==> src/rtl/pipe_hazard_if.sv <==
// Hazard-control bundle between the datapath and the pipeline sequencer.
// The master modport is the sequencer, which drives the stage controls.
// The slave modport is the datapath side, which reports hazard conditions.
interface pipe_hazard_if #(
  parameter int CNT_W = 16
) ();
  logic             id_ex_memread;
  logic [4:0]       id_ex_rd;
  logic [4:0]       if_id_rs1;
  logic [4:0]       if_id_rs2;
  logic             branch_taken;
  logic             dmem_req;
  logic             dmem_ready;
  logic             halt_req;
  logic             resume;
  logic             pc_en;
  logic             if_id_en;
  logic             if_id_flush;
  logic             id_ex_en;
  logic             id_ex_bubble;
  logic             ex_mem_en;
  logic             mem_wb_en;
  logic             halted;
  logic             mem_err;
  logic [CNT_W-1:0] stall_cnt;
  logic [CNT_W-1:0] flush_cnt;

  modport master (
    input  id_ex_memread, id_ex_rd, if_id_rs1, if_id_rs2, branch_taken,
           dmem_req, dmem_ready, halt_req, resume,
    output pc_en, if_id_en, if_id_flush, id_ex_en, id_ex_bubble,
           ex_mem_en, mem_wb_en, halted, mem_err, stall_cnt, flush_cnt
  );

  modport slave (
    output id_ex_memread, id_ex_rd, if_id_rs1, if_id_rs2, branch_taken,
           dmem_req, dmem_ready, halt_req, resume,
    input  pc_en, if_id_en, if_id_flush, id_ex_en, id_ex_bubble,
           ex_mem_en, mem_wb_en, halted, mem_err, stall_cnt, flush_cnt
  );
endinterface

==> src/rtl/pipe_hazard_ctrl.sv <==
// Central sequencer for the 5-stage core: PC/stage enables, IF/ID flush and
// ID/EX bubble, plus the RUN -> DRAIN -> HALT sequence and a memory-wait
// watchdog. Stage controls are Mealy outputs so the pipeline registers react
// on the same edge the hazard is seen.
module pipe_hazard_ctrl #(
  parameter int DRAIN_CYC   = 3,
  parameter int TIMEOUT_CYC = 64,
  parameter int CNT_W       = 16
) (
  input  logic          clk,
  input  logic          arst,
  pipe_hazard_if.master bus
);

  localparam int DRW = (DRAIN_CYC < 1) ? 1 : $clog2(DRAIN_CYC + 1);
  localparam int WTW = (TIMEOUT_CYC < 2) ? 1 : $clog2(TIMEOUT_CYC + 1);

  typedef enum logic [1:0] {
    S_RUN   = 2'd0,
    S_DRAIN = 2'd1,
    S_HALT  = 2'd2
  } state_e;

  state_e           state_q, state_d;
  logic [DRW-1:0]   drain_q, drain_d;
  logic [WTW-1:0]   wait_q, wait_d;
  logic             pend_q, pend_d;
  logic             halted_q, halted_d;
  logic             err_q, err_d;
  logic [CNT_W-1:0] stall_q, stall_d;
  logic [CNT_W-1:0] flush_q, flush_d;

  logic mem_stall_s;
  logic load_use_s;
  logic timeout_s;
  logic pc_en_s, if_id_en_s, if_id_flush_s, id_ex_en_s, id_ex_bubble_s;
  logic ex_mem_en_s, mem_wb_en_s;

  // Saturating increment for the performance counters.
  function automatic logic [CNT_W-1:0] sat_inc(input logic [CNT_W-1:0] v);
    if (v == {CNT_W{1'b1}}) begin
      sat_inc = v;
    end else begin
      sat_inc = v + CNT_W'(1);
    end
  endfunction

  assign mem_stall_s = bus.dmem_req & ~bus.dmem_ready;
  assign load_use_s  = bus.id_ex_memread & (bus.id_ex_rd != 5'd0) &
                       ((bus.id_ex_rd == bus.if_id_rs1) | (bus.id_ex_rd == bus.if_id_rs2));
  // The cycle that brings the wait counter up to TIMEOUT_CYC forces HALT.
  assign timeout_s   = (state_q != S_HALT) & mem_stall_s &
                       (wait_q >= WTW'(TIMEOUT_CYC - 1));

  // Stage controls and next-state/counter updates from state and hazards.
  always_comb begin
    pc_en_s        = 1'b0;
    if_id_en_s     = 1'b0;
    if_id_flush_s  = 1'b0;
    id_ex_en_s     = 1'b0;
    id_ex_bubble_s = 1'b0;
    ex_mem_en_s    = 1'b0;
    mem_wb_en_s    = 1'b0;
    state_d        = state_q;
    drain_d        = drain_q;
    pend_d         = pend_q;
    err_d          = err_q;
    stall_d        = stall_q;
    flush_d        = flush_q;

    if ((state_q != S_HALT) && mem_stall_s) begin
      wait_d = wait_q + WTW'(1);
    end else begin
      wait_d = {WTW{1'b0}};
    end

    case (state_q)
      S_RUN: begin
        if (mem_stall_s) begin
          // Freeze everything; a halt request waits for the stall to clear.
          stall_d = sat_inc(stall_q);
          if (bus.halt_req) begin
            pend_d = 1'b1;
          end else begin
            pend_d = pend_q;
          end
        end else if (bus.branch_taken) begin
          pc_en_s        = 1'b1;
          if_id_en_s     = 1'b1;
          if_id_flush_s  = 1'b1;
          id_ex_en_s     = 1'b1;
          id_ex_bubble_s = 1'b1;
          ex_mem_en_s    = 1'b1;
          mem_wb_en_s    = 1'b1;
          flush_d        = sat_inc(flush_q);
        end else if (load_use_s) begin
          // Hold PC and IF/ID, insert a bubble so the load advances.
          id_ex_en_s     = 1'b1;
          id_ex_bubble_s = 1'b1;
          ex_mem_en_s    = 1'b1;
          mem_wb_en_s    = 1'b1;
          stall_d        = sat_inc(stall_q);
        end else begin
          pc_en_s     = 1'b1;
          if_id_en_s  = 1'b1;
          id_ex_en_s  = 1'b1;
          ex_mem_en_s = 1'b1;
          mem_wb_en_s = 1'b1;
        end

        if (!mem_stall_s && (bus.halt_req || pend_q)) begin
          state_d = S_DRAIN;
          drain_d = DRW'(DRAIN_CYC);
          pend_d  = 1'b0;
        end else begin
          state_d = S_RUN;
        end
      end

      S_DRAIN: begin
        if (mem_stall_s) begin
          drain_d = drain_q;
        end else begin
          // Fetch stopped: keep squashing the front end, let EX/MEM/WB retire.
          if_id_en_s     = 1'b1;
          if_id_flush_s  = 1'b1;
          id_ex_en_s     = 1'b1;
          id_ex_bubble_s = 1'b1;
          ex_mem_en_s    = 1'b1;
          mem_wb_en_s    = 1'b1;
          if (drain_q <= DRW'(1)) begin
            state_d = S_HALT;
            drain_d = {DRW{1'b0}};
          end else begin
            drain_d = drain_q - DRW'(1);
          end
        end
      end

      S_HALT: begin
        if (bus.resume && !err_q) begin
          state_d = S_RUN;
        end else begin
          state_d = S_HALT;
        end
      end

      default: begin
        state_d = S_RUN;
      end
    endcase

    if (timeout_s) begin
      state_d = S_HALT;
      err_d   = 1'b1;
      pend_d  = 1'b0;
      drain_d = {DRW{1'b0}};
      wait_d  = {WTW{1'b0}};
    end else begin
      err_d = err_d;
    end

    halted_d = (state_d == S_HALT);
  end

  // State, sticky flags and counters.
  always_ff @(posedge clk or posedge arst) begin
    if (arst) begin
      state_q  <= S_RUN;
      drain_q  <= {DRW{1'b0}};
      wait_q   <= {WTW{1'b0}};
      pend_q   <= 1'b0;
      halted_q <= 1'b0;
      err_q    <= 1'b0;
      stall_q  <= {CNT_W{1'b0}};
      flush_q  <= {CNT_W{1'b0}};
    end else begin
      state_q  <= state_d;
      drain_q  <= drain_d;
      wait_q   <= wait_d;
      pend_q   <= pend_d;
      halted_q <= halted_d;
      err_q    <= err_d;
      stall_q  <= stall_d;
      flush_q  <= flush_d;
    end
  end

  assign bus.pc_en        = pc_en_s;
  assign bus.if_id_en     = if_id_en_s;
  assign bus.if_id_flush  = if_id_flush_s;
  assign bus.id_ex_en     = id_ex_en_s;
  assign bus.id_ex_bubble = id_ex_bubble_s;
  assign bus.ex_mem_en    = ex_mem_en_s;
  assign bus.mem_wb_en    = mem_wb_en_s;
  assign bus.halted       = halted_q;
  assign bus.mem_err      = err_q;
  assign bus.stall_cnt    = stall_q;
  assign bus.flush_cnt    = flush_q;

endmodule

==> src/flat_wrapper.sv <==
// flat-port wrapper written by rule: the top's interface ports become plain ports
module pipe_hazard_ctrl_flat 
#(
  parameter int DRAIN_CYC   = 3,
  parameter int TIMEOUT_CYC = 64,
  parameter int CNT_W       = 16
)
  (clk, arst, bus_id_ex_memread, bus_id_ex_rd, bus_if_id_rs1, bus_if_id_rs2, bus_branch_taken, bus_dmem_req, bus_dmem_ready, bus_halt_req, bus_resume, bus_pc_en, bus_if_id_en, bus_if_id_flush, bus_id_ex_en, bus_id_ex_bubble, bus_ex_mem_en, bus_mem_wb_en, bus_halted, bus_mem_err, bus_stall_cnt, bus_flush_cnt);
  pipe_hazard_if #(.CNT_W(CNT_W)) bus_i ();
  input  logic clk;
  input  logic arst;
  input wire logic [$bits(bus_i.id_ex_memread)-1:0] bus_id_ex_memread;
  input wire logic [$bits(bus_i.id_ex_rd)-1:0] bus_id_ex_rd;
  input wire logic [$bits(bus_i.if_id_rs1)-1:0] bus_if_id_rs1;
  input wire logic [$bits(bus_i.if_id_rs2)-1:0] bus_if_id_rs2;
  input wire logic [$bits(bus_i.branch_taken)-1:0] bus_branch_taken;
  input wire logic [$bits(bus_i.dmem_req)-1:0] bus_dmem_req;
  input wire logic [$bits(bus_i.dmem_ready)-1:0] bus_dmem_ready;
  input wire logic [$bits(bus_i.halt_req)-1:0] bus_halt_req;
  input wire logic [$bits(bus_i.resume)-1:0] bus_resume;
  output wire logic [$bits(bus_i.pc_en)-1:0] bus_pc_en;
  output wire logic [$bits(bus_i.if_id_en)-1:0] bus_if_id_en;
  output wire logic [$bits(bus_i.if_id_flush)-1:0] bus_if_id_flush;
  output wire logic [$bits(bus_i.id_ex_en)-1:0] bus_id_ex_en;
  output wire logic [$bits(bus_i.id_ex_bubble)-1:0] bus_id_ex_bubble;
  output wire logic [$bits(bus_i.ex_mem_en)-1:0] bus_ex_mem_en;
  output wire logic [$bits(bus_i.mem_wb_en)-1:0] bus_mem_wb_en;
  output wire logic [$bits(bus_i.halted)-1:0] bus_halted;
  output wire logic [$bits(bus_i.mem_err)-1:0] bus_mem_err;
  output wire logic [$bits(bus_i.stall_cnt)-1:0] bus_stall_cnt;
  output wire logic [$bits(bus_i.flush_cnt)-1:0] bus_flush_cnt;
  assign bus_i.id_ex_memread = bus_id_ex_memread;
  assign bus_i.id_ex_rd = bus_id_ex_rd;
  assign bus_i.if_id_rs1 = bus_if_id_rs1;
  assign bus_i.if_id_rs2 = bus_if_id_rs2;
  assign bus_i.branch_taken = bus_branch_taken;
  assign bus_i.dmem_req = bus_dmem_req;
  assign bus_i.dmem_ready = bus_dmem_ready;
  assign bus_i.halt_req = bus_halt_req;
  assign bus_i.resume = bus_resume;
  assign bus_pc_en = bus_i.pc_en;
  assign bus_if_id_en = bus_i.if_id_en;
  assign bus_if_id_flush = bus_i.if_id_flush;
  assign bus_id_ex_en = bus_i.id_ex_en;
  assign bus_id_ex_bubble = bus_i.id_ex_bubble;
  assign bus_ex_mem_en = bus_i.ex_mem_en;
  assign bus_mem_wb_en = bus_i.mem_wb_en;
  assign bus_halted = bus_i.halted;
  assign bus_mem_err = bus_i.mem_err;
  assign bus_stall_cnt = bus_i.stall_cnt;
  assign bus_flush_cnt = bus_i.flush_cnt;
  pipe_hazard_ctrl #(.DRAIN_CYC(DRAIN_CYC), .TIMEOUT_CYC(TIMEOUT_CYC), .CNT_W(CNT_W)) u_core (.clk(clk), .arst(arst), .bus(bus_i));
endmodule
==> config.mk <==
export PLATFORM = sky130hd
export DESIGN_NAME = pipe_hazard_ctrl_flat
export DESIGN_NICKNAME = d
export VERILOG_FILES = /design/src/rtl/pipe_hazard_if.sv /design/src/rtl/pipe_hazard_ctrl.sv /design/src/flat_wrapper.sv
export SDC_FILE = /design/constraint.sdc
export NUM_CORES = 1
export LEC_CHECK = 0
export CAP_MARGIN = 20
export CORE_UTILIZATION = 48
export DETAILED_ROUTE_END_ITERATION = 10
export GPL_ROUTABILITY_DRIVEN = 0
export PLACE_DENSITY = 0.87
export SETUP_SLACK_MARGIN = 0.02
export SLEW_MARGIN = 20
export SYNTH_ARGS = -nofsm -noshare
export SYNTH_HDL_FRONTEND = slang
export SYNTH_SLANG_ARGS = --single-unit
==> constraint.sdc <==
create_clock -name clk -period 1.9 [get_ports clk]
set_input_delay 0.38 -clock clk [delete_from_list [all_inputs] [get_ports clk]]
set_output_delay 0.38 -clock clk [all_outputs]
set_load 0.05 [all_outputs]
==> summary.txt <==
STA
  • Post-layout minimum cycle time: 2.04 ns
  • Unrepaired setup endpoints after global routing: true
  • Max Clock Skew: 0.00685 ns
  • Count of final max-slew check failures: 0
  • Fin. Hold Viols: 0
  • Summed negative setup slack over all endpoints: -0.279 ns
  • Final WS setup: -0.140 ns
  • Number of setup violations in the final report: 3
  • Share of the cycle needed by the critical path after routing: 107%
  • Top achievable clock speed: 490 MHz

Clocking
  • TritonCTS clock tree: yes
  • CTS Hold Bufs: 0
  • Maximum clock path buffer count: 2
  • Clock transition at the registers of the reported paths: 0.08 ns
  • Library cell used as clock root buffer: sky130_fd_sc_hd__clkbuf_8
  • Number of buffers added by the clock tree synthesis step: 5
  • Clock H-tree levels: 2
  • Later-pin clock latency in the skew report: 0.30 ns
  • Clock net sink count: 46

Yosys
  • Number of different library cells in the post-synthesis netlist: 44
  • Synthesized area per cell: 10.3 um^2
  • Number of enable-type register cells in the synthesized netlist: 0
  • Synth Warn #: 0
  • Most used DFF post-synth: sky130_fd_sc_hd__dfrtp_1
  • Net count of the mapped netlist: 256
  • Number of standard cells after synthesis: 230
  • Share of synthesized area occupied by flip-flops and latches: 48.8%
  • Cell type with the highest aggregate area in the netlist: sky130_fd_sc_hd__dfrtp_1
  • Ys async rst share: 100%
  • Most common library cells after synthesis: sky130_fd_sc_hd__dfrtp_1 (46), sky130_fd_sc_hd__xnor2_1 (26), sky130_fd_sc_hd__nand2_1 (19), sky130_fd_sc_hd__nor2_1 (19), sky130_fd_sc_hd__xor2_1 (17)
  • Top cell type's share of synthesized area: 48.8%
  • Top cells by area in the synthesized netlist: sky130_fd_sc_hd__dfrtp_1 (49%), sky130_fd_sc_hd__xnor2_1 (9.7%), sky130_fd_sc_hd__xor2_1 (6.3%)
  • Number of flip-flops and latches in the synthesized netlist: 46
  • Mapped Area: 2360 um^2
  • Most frequent cell after synthesis: sky130_fd_sc_hd__dfrtp_1

Placement
  • Count of input and output buffers: 63
  • Cell Area, Placed: 3240 um^2
  • Half-perimeter wire length after detailed placement: 3870 um
  • Post-Place Worst Slack: -0.546 ns

Final layout
  • Area growth, synth to finish: 46.8%
  • Fraction of layout instances using a drive strength above 1: 40.9%
  • # nets final: 343
  • Finished layout cell area: 3460 um^2

Setup path
  • Number of buffer and inverter instances along the worst setup path: 2
  • Crit path DAT: 1.66 ns
  • CP Cell Sequence: buf_8 > xor2_2 > nor3_2 > a22oi_2 > or2_4 > o21a_4 > buf_12
  • Cell with the biggest individual delay on the critical path: sky130_fd_sc_hd__or2_4
  • Slowest Stage Delay on Critical Path: 0.28 ns
  • Kind of end point of the critical path: output port
  • WS Path Type: in2out
  • Top Family by Delay on Critical Path: simple AND/OR/NAND/NOR gates
  • Largest driver fanout on the critical path: 2
  • Crit start category: input port
  • Required time of the critical path: 1.52 ns

Global route
  • GRT overflow: 0
  • Initial antenna violation count: 0
  • Via count of the first global-routing pass: 1,867
  • Tot GR Track Use: 22.1%
  • Wire length of the first global-routing pass: 8800 um
  • Pin count of the biggest net entering global routing: 47

Floorplan
  • Standard-cell row count: 25
  • Boundary pin count: 64
  • Die outline area: 5200 um^2
  • Initial Util: 49.9%
  • Area of the core: 4720 um^2
  • Height of the die: 72.1 um
  • Die span in x: 72.1 um

Drt
  • Residual DRC: 0
  • Average detailed-routed wire length per instance: 14.6 um
  • Number of DRC markers after the initial detailed-route iteration: 118
  • Post-route antenna net violation count: 0
  • Detail-routed via count per cell: 5.14
  • Count of vias placed by the detailed router: 1,984
  • Pre-antenna DRT Iters: 6
  • Detailed-route wire length: 5630 um

Status
  • Status: complete, but fails checks
  • Violated checks: setup timing

Pwr
  • Comb pwr share: 50.1%
  • Leakage power figure: 1.56 nW
  • Power share of the clock group: 15.6%
  • Max VDD drop: 1.06 mV
  • Internal Power: 2.25 mW
  • Sequential cell fraction of total power: 34.3%
  • NetSw: 1.64 mW
  • Fraction of power spent switching nets: 42.2%
  • Power Dens Cells: 1120 nW/um^2
  • Total chip power: 3.89 mW

Run
  • Max-capacitance violation count: 0

Hold path
  • Class of the worst hold path: in2async
==> metrics by stage <==
step	util [%]	instances	hold slack [ns]
detailed placement	68.6	375	0.479
floorplan	-	230	0.462
CTS	71.9	384	0.431
global placement	68.6	375	0.465
finish	73.3	386	0.419
global route	73.3	385	0.437
==> layer usage <==
metal  vias up  global-route usage, %  routed length, um
li1        967                      -                  -
met2        53                   36.8               2920
met1       952                   28.1               2380
met3        12                   5.97                224
met5         -                      0                  0
met4         0                   6.97                111
==> layout by cell type, fill, tap and decap left out, drive strengths merged, types with 2 or more instances in the layout <==
cell           instances
buf                   70
dfrtp                 46
xnor2                 26
nor2                  20
nand2                 19
xor2                  17
nand3                 15
and3                  13
clkbuf                12
nand4                  9
o21ai                  8
a21oi                  8
clkdlybuf4s50          6
nor3                   5
ha                     3
nand2b                 3
nor3b                  3
nor2b                  3
or2                    3
a31oi                  3
and4                   2
and2                   2
mux2                   2
clkdlybuf4s15          2
dlygate4sd2            2
nor4b                  2
clkinv                 2
==> layout make-up <==
class	count	area [um^2]
flip-flops and latches	46	1170
clock buffers	7	86.3
well taps	67	83.8
inverters	3	15.0
repair buffers	85	774
diodes	1	2.50
fillers	324	1260
clock inverters	1	5.00
multi-input cells	176	1330
==> power by group through the flow <==
| stage | Clock, mW | Combinational (mW) | Sequential [mW] |
|---|---|---|---|
| global placement | 0 | 1.84 | 1.33 |
| CTS | 0.626 | 1.92 | 1.33 |
| floorplan | 0 | 0.745 | 1.69 |
| detailed placement | 0 | 1.87 | 1.34 |
| global route | 0.677 | 2.05 | 1.37 |
| finish | 0.608 | 1.95 | 1.33 |
==> repair_timing <==
action / 4_1_cts / 5_1_grt
setup buffers: 1 / 1
pin swaps: 15 / 15
gates resized for setup: 62 / 26
endpoints found under the setup margin: 34 / 13
==> state kept, by name, summed over array words and instances (netlist names) <==
register / flops
u_core.bus.flush_cnt: 16
u_core.drain_q: 2
u_core.pend_q: 1
u_core.state_q: 2
u_core.wait_q: 7
u_core.bus.stall_cnt: 16
u_core.bus.halted: 1
u_core.bus.mem_err: 1
==> path summary, 6_finish.rpt <==
kind	depth (start not counted)	endpoint	startpoint	slack, ns
min reg2reg	1	u_core.bus.flush_cnt[13]	u_core.bus.flush_cnt[13]	0.48
max reg2reg	6	u_core.wait_q[2]	u_core.wait_q[0]	0.17
min in group clk	1	u_core.bus.flush_cnt[13]	u_core.bus.flush_cnt[13]	0.48
min	3	u_core.bus.halted	arst	0.42
max in group asynchronous	3	u_core.bus.stall_cnt[0]	arst	1.26
max	7	bus_pc_en	bus_id_ex_rd[1]	-0.14
==> logic make-up (layout without fill, tap and decap cells) <==
| logic type | after synthesis | after routing | synth area share (%) |
|---|---|---|---|
| buffers and inverters | 8 | 96 | 1.64 |
| other | 1 | 2 | 0.159 |
| adder cells (fa/ha/maj) | 3 | 3 | 1.59 |
| multiplexers | 2 | 2 | 0.955 |
| AO/OA/AOI/OAI | 25 | 25 | 6.53 |
| flip-flops | 46 | 46 | 48.8 |
| AND/OR/NAND/NOR | 102 | 102 | 24.4 |
| XOR/XNOR | 43 | 43 | 16.0 |
==> worst reg2reg max path, cell delays in order, from the launching register on <==
cell	delay, ns
sky130_fd_sc_hd__dfrtp_1	0.42
sky130_fd_sc_hd__ha_1	0.25
sky130_fd_sc_hd__a21o_1	0.17
sky130_fd_sc_hd__a31oi_2	0.23
sky130_fd_sc_hd__nand2_1	0.13
sky130_fd_sc_hd__or2_2	0.35
sky130_fd_sc_hd__nor2_1	0.12
Note: power is estimated with default switching activity, not from simulation.
